[src/rtl/display_pkg.sv]
// display_pkg: shared display code constants, digit count and frame bundle type
// for the seven-segment scan path.
package display_pkg;

    localparam int unsigned NUM_DIGITS = 8;
    localparam int unsigned CODE_W     = 4;
    localparam int unsigned IDX_W      = 3;

    typedef logic [CODE_W-1:0] code_t;

    localparam code_t CODE_ZERO   = 4'h0;
    localparam code_t CODE_HYPHEN = 4'h1;
    localparam code_t CODE_P      = 4'h2;
    localparam code_t CODE_A      = 4'h3;
    localparam code_t CODE_S      = 4'h4;
    localparam code_t CODE_F      = 4'h5;
    localparam code_t CODE_I      = 4'h6;
    localparam code_t CODE_L      = 4'h7;
    localparam code_t CODE_N      = 4'h8;
    localparam code_t CODE_E      = 4'h9;
    localparam code_t CODE_BLANK  = 4'hF;

    // One complete display frame: a code, an enable and a decimal point per digit.
    typedef struct packed {
        logic [NUM_DIGITS-1:0][CODE_W-1:0] codes;
        logic [NUM_DIGITS-1:0]             en;
        logic [NUM_DIGITS-1:0]             points;
    } frame_t;

    localparam frame_t FRAME_RESET = '{
        codes:  {NUM_DIGITS{CODE_BLANK}},
        en:     '0,
        points: '0
    };

    // Active-low one-hot digit select for index idx.
    function automatic logic [NUM_DIGITS-1:0] digit_sel_n(input logic [IDX_W-1:0] idx);
        return ~(NUM_DIGITS'(1) << idx);
    endfunction

endpackage

[src/rtl/display_scan_if.sv]
// display_scan_if: frame load bus and scanned display outputs.
//   codes[31:0]  digit i code on [4i+3:4i], digit 0 rightmost
//   digit_en     1 = digit shown
//   points       1 = decimal point lit
//   load         one-cycle strobe capturing codes/digit_en/points
//   code_out     code of the selected digit, to the segment lookup
//   digit        active-low digit enables
//   dp           active-low decimal point
//   frame_tick   pulse in the first output cycle of digit 0's slot
//   updated      pulse when a newly loaded frame becomes active
interface display_scan_if;
    import display_pkg::*;

    logic [NUM_DIGITS*CODE_W-1:0] codes;
    logic [NUM_DIGITS-1:0]        digit_en;
    logic [NUM_DIGITS-1:0]        points;
    logic                         load;
    logic [CODE_W-1:0]            code_out;
    logic [NUM_DIGITS-1:0]        digit;
    logic                         dp;
    logic                         frame_tick;
    logic                         updated;

    modport master (
        output codes, digit_en, points, load,
        input  code_out, digit, dp, frame_tick, updated
    );

    modport slave (
        input  codes, digit_en, points, load,
        output code_out, digit, dp, frame_tick, updated
    );

endinterface

[src/rtl/display_scan_timer.sv]
// scan_timer: slot counter and digit index for the display scan, plus the
// frame-boundary indication and the registered frame_tick.
//   clk_i, rst_i    clock, synchronous active-high reset
//   slot_o          cycle within the current digit slot
//   index_o         digit currently being scanned
//   boundary_c_o    last cycle of digit 7's slot (combinational)
//   frame_tick_o    registered: high in the output cycle for slot 0, index 0
module scan_timer
    import display_pkg::*;
#(
    parameter int unsigned PRESCALE = 100000,
    localparam int unsigned SLOT_W  = (PRESCALE > 2) ? $clog2(PRESCALE) : 1
) (
    input  logic              clk_i,
    input  logic              rst_i,
    output logic [SLOT_W-1:0] slot_o,
    output logic [IDX_W-1:0]  index_o,
    output logic              boundary_c_o,
    output logic              frame_tick_o
);

    logic [SLOT_W-1:0] slot_q, slot_d;
    logic [IDX_W-1:0]  index_q, index_d;
    logic              frame_tick_q, frame_tick_d;
    logic              slot_end;

    // Next scan position; the index wraps 7 -> 0 through its natural width.
    always_comb begin
        slot_end     = (slot_q == SLOT_W'(PRESCALE - 1));
        slot_d       = slot_end ? '0 : slot_q + SLOT_W'(1);
        index_d      = slot_end ? index_q + IDX_W'(1) : index_q;
        frame_tick_d = (slot_q == '0) && (index_q == '0);
        boundary_c_o = slot_end && (index_q == IDX_W'(NUM_DIGITS - 1));
    end

    always_ff @(posedge clk_i) begin
        if (rst_i) begin
            slot_q       <= '0;
            index_q      <= '0;
            frame_tick_q <= 1'b0;
        end else begin
            slot_q       <= slot_d;
            index_q      <= index_d;
            frame_tick_q <= frame_tick_d;
        end
    end

    assign slot_o       = slot_q;
    assign index_o      = index_q;
    assign frame_tick_o = frame_tick_q;

endmodule

[src/rtl/display_scan.sv]
// display_scan: time-multiplexed scanner for an eight-digit common-anode
// seven-segment display. Holds a pending and an active frame; the pending frame
// is promoted only at the end of digit 7's slot so a scan never tears.
//   clk_i   system clock
//   rst_i   synchronous, active-high reset
//   bus     display_scan_if.slave: frame load inputs and scanned outputs
module display_scan
    import display_pkg::*;
#(
    parameter int unsigned PRESCALE = 100000,
    parameter int unsigned BLANK    = 2000
) (
    input  logic           clk_i,
    input  logic           rst_i,
    display_scan_if.slave  bus
);

    localparam int unsigned SLOT_W = (PRESCALE > 2) ? $clog2(PRESCALE) : 1;

    logic [SLOT_W-1:0] slot;
    logic [IDX_W-1:0]  index;
    logic              boundary_c;
    logic              frame_tick;

    frame_t                pend_q, pend_d;
    frame_t                act_q, act_d;
    logic                  pend_valid_q, pend_valid_d;
    logic                  swap_q, swap_d;
    logic [CODE_W-1:0]     code_out_q, code_out_d;
    logic [NUM_DIGITS-1:0] digit_q, digit_d;
    logic                  dp_q, dp_d;
    logic                  updated_q, updated_d;
    logic                  drive;

    scan_timer #(
        .PRESCALE (PRESCALE)
    ) u_timer (
        .clk_i        (clk_i),
        .rst_i        (rst_i),
        .slot_o       (slot),
        .index_o      (index),
        .boundary_c_o (boundary_c),
        .frame_tick_o (frame_tick)
    );

    // Buffer update and output mux. The boundary promotion reads the old pending
    // contents, so a load on the boundary cycle waits for the following frame.
    always_comb begin
        pend_d       = pend_q;
        pend_valid_d = pend_valid_q;
        act_d        = act_q;
        swap_d       = 1'b0;

        if (boundary_c && pend_valid_q) begin
            act_d        = pend_q;
            pend_valid_d = 1'b0;
            swap_d       = 1'b1;
        end

        if (bus.load) begin
            pend_d       = '{codes: bus.codes, en: bus.digit_en, points: bus.points};
            pend_valid_d = 1'b1;
        end

        drive      = (slot >= SLOT_W'(BLANK)) && act_q.en[index];
        code_out_d = act_q.codes[index];
        digit_d    = drive ? digit_sel_n(index) : '1;
        dp_d       = !(drive && act_q.points[index]);
        // Promotion happens on the boundary edge; delaying by one register lines
        // updated up with the frame_tick of the first new frame.
        updated_d  = swap_q;
    end

    always_ff @(posedge clk_i) begin
        if (rst_i) begin
            pend_q       <= FRAME_RESET;
            act_q        <= FRAME_RESET;
            pend_valid_q <= 1'b0;
            swap_q       <= 1'b0;
            code_out_q   <= CODE_BLANK;
            digit_q      <= '1;
            dp_q         <= 1'b1;
            updated_q    <= 1'b0;
        end else begin
            pend_q       <= pend_d;
            act_q        <= act_d;
            pend_valid_q <= pend_valid_d;
            swap_q       <= swap_d;
            code_out_q   <= code_out_d;
            digit_q      <= digit_d;
            dp_q         <= dp_d;
            updated_q    <= updated_d;
        end
    end

    assign bus.code_out   = code_out_q;
    assign bus.digit      = digit_q;
    assign bus.dp         = dp_q;
    assign bus.frame_tick = frame_tick;
    assign bus.updated    = updated_q;

endmodule

[src/flat_wrapper.sv]
// flat-port wrapper written by rule: the top's interface ports become plain ports
module display_scan_flat import display_pkg::*;
#(
    parameter int unsigned PRESCALE = 100000,
    parameter int unsigned BLANK    = 2000
)
  (clk_i, rst_i, bus_codes, bus_digit_en, bus_points, bus_load, bus_code_out, bus_digit, bus_dp, bus_frame_tick, bus_updated);
  display_scan_if bus_i ();
  input  logic clk_i;
  input  logic rst_i;
  input wire logic [$bits(bus_i.codes)-1:0] bus_codes;
  input wire logic [$bits(bus_i.digit_en)-1:0] bus_digit_en;
  input wire logic [$bits(bus_i.points)-1:0] bus_points;
  input wire logic [$bits(bus_i.load)-1:0] bus_load;
  output wire logic [$bits(bus_i.code_out)-1:0] bus_code_out;
  output wire logic [$bits(bus_i.digit)-1:0] bus_digit;
  output wire logic [$bits(bus_i.dp)-1:0] bus_dp;
  output wire logic [$bits(bus_i.frame_tick)-1:0] bus_frame_tick;
  output wire logic [$bits(bus_i.updated)-1:0] bus_updated;
  assign bus_i.codes = bus_codes;
  assign bus_i.digit_en = bus_digit_en;
  assign bus_i.points = bus_points;
  assign bus_i.load = bus_load;
  assign bus_code_out = bus_i.code_out;
  assign bus_digit = bus_i.digit;
  assign bus_dp = bus_i.dp;
  assign bus_frame_tick = bus_i.frame_tick;
  assign bus_updated = bus_i.updated;
  display_scan #(.PRESCALE(PRESCALE), .BLANK(BLANK)) u_core (.clk_i(clk_i), .rst_i(rst_i), .bus(bus_i));
endmodule
[config.mk]
export PLATFORM = sky130hd
export DESIGN_NAME = display_scan_flat
export DESIGN_NICKNAME = d
export VERILOG_FILES = /design/src/rtl/display_pkg.sv /design/src/rtl/display_scan_if.sv /design/src/rtl/display_scan_timer.sv /design/src/rtl/display_scan.sv /design/src/flat_wrapper.sv
export SDC_FILE = /design/constraint.sdc
export NUM_CORES = 1
export LEC_CHECK = 0
export ABC_CLOCK_PERIOD_IN_PS = 2550
export CAP_MARGIN = 5
export CORE_UTILIZATION = 50
export DETAILED_ROUTE_END_ITERATION = 16
export GPL_ROUTABILITY_DRIVEN = 0
export PLACE_DENSITY = 0.73
export SYNTH_ARGS = -nofsm -noshare
export SYNTH_HDL_FRONTEND = slang
export SYNTH_SLANG_ARGS = --single-unit
[constraint.sdc]
create_clock -name clk_i -period 2.55 [get_ports clk_i]
set_input_delay 0.51 -clock clk_i [delete_from_list [all_inputs] [get_ports clk_i]]
set_output_delay 0.51 -clock clk_i [all_outputs]
set_load 0.03 [all_outputs]
==> results of run 1 <==
==> how the worst max path moves through the flow <==
stage / startpoint / end / slack [ns] / cells after the start
final: u_core.bus.code_out[2] / bus_code_out[2] / 0.47 / 1
after global routing: u_core.u_timer.index_o[1] / u_core.act_q[13] / 0.33 / 6
after CTS: u_core.bus.code_out[2] / bus_code_out[2] / 0.45 / 1
after detailed placement: u_core.u_timer.slot_o[0] / u_core.u_timer.slot_o[16] / 0.61 / 5
after global placement: u_core.u_timer.slot_o[0] / u_core.u_timer.slot_o[16] / 0.65 / 5
after floorplan: u_core.u_timer.slot_o[0] / u_core.u_timer.slot_o[16] / 0.72 / 5
==> routing by layer <==
| metal | up-vias | global-route usage, % | part of all wire, % |
|---|---|---|---|
| li1 | 2231 | - | - |
| met1 | 2116 | 28.6 | 44 |
| met2 | 153 | 37.0 | 48 |
| met3 | 25 | 5.39 | 5.6 |
| met4 | 0 | 10.2 | 2.2 |
| met5 | - | 0 | 0 |
==> cell families (layout without fill, tap and decap cells) <==
kind of cell    Yosys count  after routing  synth area share, %
xor+xnor                 12             12                 1.89
flops                   133            133                 48.0
simple gates            225            225                 21.0
fa+ha+maj                 8              8                 1.80
buf+inv                  69            127                 4.89
compound gates           83             83                 9.34
mux                      60             60                 13.1
==> area by class of cell <==
cell class              instances  area [sq um]  area share [%]
clock inverters                12           129            1.87
inverters                      12          45.0           0.652
multi-input cells             388          2620            38.0
repair buffers                 83           818            11.8
flip-flops and latches        133          2660            38.6
well taps                     140           175            2.54
clock buffers                  20           455            6.59
==> flip-flops by register name (all words and copies together) (netlist names) <==
| signal | count |
|---|---|
| u_core.act_q | 48 |
| u_core.u_timer.slot_o | 17 |
| u_core.bus.digit | 8 |
| u_core.u_timer.index_o | 3 |
| u_core.bus.updated | 1 |
| u_core.u_timer.frame_tick_o | 1 |
| u_core.bus.dp | 1 |
| u_core.bus.code_out | 4 |
| u_core.pend_q | 48 |
| u_core.swap_q | 1 |
| u_core.pend_valid_q | 1 |
==> cell usage after synthesis, types with 2 or more instances <==
library cell	number	area, sq um
clkbuf_1	44	165
mux2i_1	50	500
buf_1	3	11.3
nor3_1	4	20.0
nor4_2	2	25.0
mux4_2	10	225
nor2b_1	2	12.5
ha_1	8	100
and4_1	2	17.5
buf_2	9	45.0
and2_1	2	12.5
inv_1	11	41.3
dfxtp_1	133	2660
nand2_1	49	184
a311oi_1	4	35.0
nor2_1	40	150
o31ai_1	33	248
and3_1	4	25.0
nand4_1	52	325
a21oi_1	22	110
nor4_1	4	25.0
xnor2_1	11	96.3
or3_1	2	12.5
or4_1	2	15.0
nand3_1	51	255
o21ai_0	21	105
==> power groups by stage <==
| stage | Combinational (mW) | Sequential (mW) | Clock [mW] |
|---|---|---|---|
| 3_5_place_dp | 0.231 | 2.21 | 0 |
| 6_report | 0.230 | 2.16 | 2.36 |
| 3_3_place_gp | 0.225 | 2.21 | 0 |
| 5_1_grt | 0.253 | 2.17 | 2.48 |
| 2_1_floorplan | 0.121 | 2.20 | 0 |
| 4_1_cts | 0.232 | 2.16 | 2.39 |
==> stage by stage <==
step	hold WS (ns)	setup WS [ns]	total power [mW]
6_report	0.450	0.473	4.76
5_1_grt	0.462	0.329	4.90
4_1_cts	0.454	0.454	4.79
3_5_place_dp	0.445	0.610	2.44
3_3_place_gp	0.418	0.653	2.43
2_1_floorplan	0.414	0.721	2.32
==> summary.txt, run 1 <==
Worst hold path
  • Hold endpoint: u_core.bus.updated
  • Hold path start: u_core.swap_q
  • Worst hold stages: 1
  • Hold Crit Class: reg -> reg

Final layout
  • Fraction of layout cells with a size suffix above 1: 10.6%
  • Non-Filler Instances: 788
  • Ant. Diodes: 0
  • Most common cell after layout, fill and taps aside: dfxtp_1
  • Area grow syn2layout: 24.5%
  • Final core utilization: between 60 and 70%
  • Most frequent cells in the layout: dfxtp_1 (133), clkdlybuf4s50_1 (64), nand4_1 (52)
  • Final #Nets: approximately 690
  • Post-Layout Inst Area: 0.00691 sq mm
  • Fillers: between 900 and 1000

Routing
  • Final WL: 12.3 mm
  • Avg WL per Cell: 15.6 um
  • Vias per std cell: 5.74
  • Post-route ant nets: 0
  • Detailed router's first-iteration violation count: 257
  • First-pass detailed-route iteration total: 5
  • Vias post-DR: 4525
  • Post-route DRC: 0

Pwr
  • PwrDens: 689 mW/mm^2
  • Worst vdd ir: 393 uV
  • Clk pwr share: ~50%
  • Net Switching: between 1 and 1.5 mW
  • Sw Ratio: 21.6%
  • Comb pwr share: under 10%
  • P_int: roughly 3.7 mW
  • Flop pwr share: 45.5%
  • Pleak: 2.50 nW

Timing
  • RSZ-0062 raised after global routing: false
  • Final Setup Violations: 0
  • Fin. max-slew vios: 0
  • Fin. Hold Viols: 0
  • Clk_skew: around 0.0083 ns
  • Worst slew margin: 63.3%
  • Fin crit share: 81.5%
  • Actual slew at the worst max-slew pin: 0.549 ns
  • Clock period minus final worst setup slack: 2.08 ns
  • Maximum clock rate: 481 MHz
  • Final TNS setup: 0 ns

Floorplanning
  • Core Footprint: 0.0108 sq mm
  • Die width: 107 um
  • Die area: 0.0115 sq mm
  • Die height: 107 um
  • I/O Pins: 66
  • Core Rows: 38
  • Initial core utilization: 51.2%

Clock tree
  • CTS buffer count: 17
  • CTS clock-pin slew for the worst setup and hold paths: roughly 0.060 ns
  • Maximum root-to-sink buffer count: 2
  • Worst-Skew Late Latency: 0.53 ns
  • H-tree levels: 4
  • Post-CTS Repair Setup Buffers: 0
  • Root Buffer: clkbuf_8
  • CTS tree: done
  • Hold-fix buffers, CTS: 0
  • CTS sink cnt: 133
  • Post-cts resize count: 0

Logic synthesis
  • Synthesized area per cell: 9.40 sq um
  • Number of flops mapped to enable cells by yosys: 0
  • Distinct cells, synth: 41
  • Ys flop type: dfxtp_1
  • Synth Warn #: 0
  • Syn Inst Count: 590
  • Ys async rst share: 0%
  • Syn Nets: 649
  • Seq/Total Area, Yosys: 48.0%
  • Synth Register Bits: 133
  • Syn Std Cell Area: 0.00555 sq mm

Setup path
  • Critical Path Sink Type: output pin
  • Worst path top cell family by delay: buffers and inverters
  • Critical-path cell list: clkdlybuf4s50_1
  • Slowest CP cell: clkdlybuf4s50_1
  • R2R depth: 5
  • Worst Setup Start Kind: flop
  • Crit path DAT: ~1.6 ns
  • Crit path buffers/inverters: 1
  • Crit Path Max Fanout: 1
  • R2R Setup Slk: 0.58 ns
  • Data required, critical path: 2.04 ns
  • Crit path kind: reg -> out
  • Reg2reg end: u_core.act_q[3]
  • Reg2reg start: u_core.u_timer.slot_o[0]
  • Slowest stage delay, CP: 0.68 ns

Global routing
  • Overflow after GRT: 0
  • Initial antenna violation count: 0
  • Largest net degree at the start of global routing: 69
  • Tot GR Track Use: 22.7%
  • Vias in the first global route: 4335
  • First-pass GRT wire length: 20.6 mm

Place
  • Placed Cells: approximately 760
  • DP Wirelength: between 7 and 8 mm
  • IO buf count: 65
  • Area post-placement: 0.00632 sq mm

Run
  • Maxcap violations: 0

Outcome
  • Status: finished, final reports clean
No activity file was read; power rests on OpenSTA's default activity.
==> run 2, diff against run 1 <==
--- a/config.mk
+++ b/config.mk
@@ -5,12 +5,12 @@
 export SDC_FILE = /design/constraint.sdc
 export NUM_CORES = 1
 export LEC_CHECK = 0
-export ABC_CLOCK_PERIOD_IN_PS = 2550
+export ABC_CLOCK_PERIOD_IN_PS = 1890
 export CAP_MARGIN = 5
 export CORE_UTILIZATION = 50
 export DETAILED_ROUTE_END_ITERATION = 16
 export GPL_ROUTABILITY_DRIVEN = 0
-export PLACE_DENSITY = 0.73
+export PLACE_DENSITY = 0.75
 export SYNTH_ARGS = -nofsm -noshare
 export SYNTH_HDL_FRONTEND = slang
 export SYNTH_SLANG_ARGS = --single-unit
==> constraint.sdc (replaced) <==
create_clock -name clk_i -period 1.89 [get_ports clk_i]
set_input_delay 0.378 -clock clk_i [delete_from_list [all_inputs] [get_ports clk_i]]
set_output_delay 0.378 -clock clk_i [all_outputs]
set_load 0.03 [all_outputs]
==> run 2 against run 1 <==
Compared with the run above: sequential share of layout area down 1.6 points; utilization up 2.8 points; final area up 4.4%; global-route usage up 0.33 points; wire length up 6.3%; highest routed layer unchanged; via count up 4.8%; largest cell class unchanged.
==> summary.txt, run 2 (synthesis results as in run 1) <==
Setup path
  • Crit path kind: reg -> reg
  • Critical Path Sink Type: flop
  • Crit Path Max Fanout: 13
  • Most common cell on crit path: buf_4
  • Slowest CP cell: nor4_4
  • Crit path DAT: 2.30 ns
  • Data required, critical path: 2.34 ns
  • Critical-path cell list: ha_4 > nand3_4 > buf_4 > nor4_4 > buf_4 > buf_6 > nand4_1 > a21oi_1
  • Crit path buffers/inverters: 3
  • Slowest stage delay, CP: 0.39 ns
  • Worst Setup Start Kind: flop
  • Worst path top cell family by delay: simple AND/OR/NAND/NOR gates

Clock tree
  • Hold-fix buffers, CTS: 0
  • Worst-Skew Late Latency: 0.52 ns
  • CTS buffer count: 17
  • CTS tree: done
  • H-tree levels: 4
  • Root Buffer: clkbuf_8
  • CTS clock-pin slew for the worst setup and hold paths: 0.06 ns
  • CTS sink cnt: 133
  • Maximum root-to-sink buffer count: 2

Pwr
  • Worst vdd ir: 693 uV
  • PwrDens: 960 mW/mm^2
  • Pleak: ~2.7 nW

Timing
  • Clk_skew: approximately 0.01 ns
  • Actual slew at the worst max-slew pin: 0.499 ns
  • Final Setup Violations: 0
  • Clock period minus final worst setup slack: ~1.8 ns
  • Post-route setup slack: approximately 0.043 ns
  • Fin. max-slew vios: 0
  • Fin crit share: between 90% and 100%
  • Fin. Hold Viols: 0
  • Worst slew margin: 66.7%
  • Maximum clock rate: 542 MHz

Floorplanning
  • Initial core utilization: 51.2%
  • Core Footprint: 0.0108 sq mm
  • Die height: 107 um
  • Die width: 107 um
  • I/O Pins: 66
  • Core Rows: 38
  • Die area: 0.0115 sq mm

Place
  • Dpl ws: -0.0127 ns
  • DP Wirelength: between 7 and 8 mm
  • IO buf count: 65
  • Area post-placement: ~0.0064 sq mm

Global routing
  • Overflow after GRT: 0
  • Tot GR Track Use: 23.0%
  • Largest net degree at the start of global routing: 69
  • First-pass GRT wire length: approximately 21 mm
  • Initial antenna violation count: 0
  • Vias in the first global route: 4524

Worst hold path
  • Hold Crit Class: in -> reg

Final layout
  • Fraction of layout cells with a size suffix above 1: 13.1%
  • Area grow syn2layout: 30.0%
  • Ant. Diodes: 0
  • Most frequent cells in the layout: dfxtp_1 (131), nand4_1 (52), nand3_1 (51)
  • Final #Nets: 708
  • Most common cell after layout, fill and taps aside: dfxtp_1
  • Post-Layout Inst Area: 0.00721 sq mm

Routing
  • Avg WL per Cell: 16.3 um
  • Detailed router's first-iteration violation count: 309
  • First-pass detailed-route iteration total: 5
  • Vias post-DR: 4741
  • Vias per std cell: about 6
  • Post-route DRC: 0
  • Post-route ant nets: 0
  • Final WL: 13.1 mm

Run
  • Maxcap violations: 0

Outcome
  • Status: finished, final reports clean
-- run 2: cell types whose count changed in the layout (fill, tap and decap cells not counted), sizes merged --
| cell | change |
|---|---|
| clkbuf | -2 |
| clkdlybuf4s50 | -15 |
| dlygate4sd2 | +2 |
| dlymetal6s2s | +13 |
| inv | +4 |
| clkinv | -3 |
| buf | +13 |
| bufinv | +4 |
| clkinvlp | -2 |
-- run 2: area by class of cell --
type / count / area, sq um
Tap cell: 140 / 175
Fill cell: 805 / 3630
Timing Repair Buffer: 97 / 1010
Clock inverter: 15 / 250
Multi-Input combinational cell: 388 / 2650
Clock buffer: 17 / 414
Inverter: 12 / 45.0
Sequential cell: 133 / 2670
-- run 2: path summary, 6_finish.rpt --
kind,from,end,slack (ns),cells after the start
max,u_core.u_timer.slot_o[1],u_core.act_q[13],0.04,8
min,bus_load,u_core.pend_q[45],0.43,4
max reg2reg,u_core.u_timer.slot_o[1],u_core.act_q[13],0.04,8
min reg2reg,u_core.swap_q,u_core.bus.updated,0.44,1
-- run 2: routing by layer --
layer	GRT usage, %	share of wire [%]	up-vias
li1	-	-	2272
met1	28.2	42	2260
met2	39.3	51	194
met3	5.39	6.7	15
met4	8.81	0.94	0
met5	0	0	-
-- run 2: power breakdown --
| part | leakage [nW] | switching [mW] | internal (mW) |
|---|---|---|---|
| registers | 1.09 | 0.0465 | 2.88 |
| clock network | 0.323 | 1.25 | 2.42 |
| logic | 1.24 | 0.136 | 0.181 |
| total | 2.65 | 1.44 | 5.48 |
-- run 2: through the flow --
stage	hold slack, ns	power [mW]	util [%]	cells	setup TNS [ns]
floorplan	0.414	3.13	-	590	0
global placement	0.415	3.29	59.1	764	0
detailed placement	0.432	3.30	59.1	764	-0.0127
CTS	0.425	6.95	65.2	796	0
global route	0.434	7.10	66.5	802	-0.142
finish	0.427	6.92	66.5	802	0
-- run 2: tightest hold or removal path: stages --
cell,delay (ns)
buf_2,0.11
buf_12,0.20
mux2i_1,0.15
nand2_1,0.05
-- run 2: what timing repair did --
item,CTS,global route
endpoints found under the setup margin,3,42
resized for setup,3,25
cloned,0,3
pin swaps,0,1
setup buffers,0,3
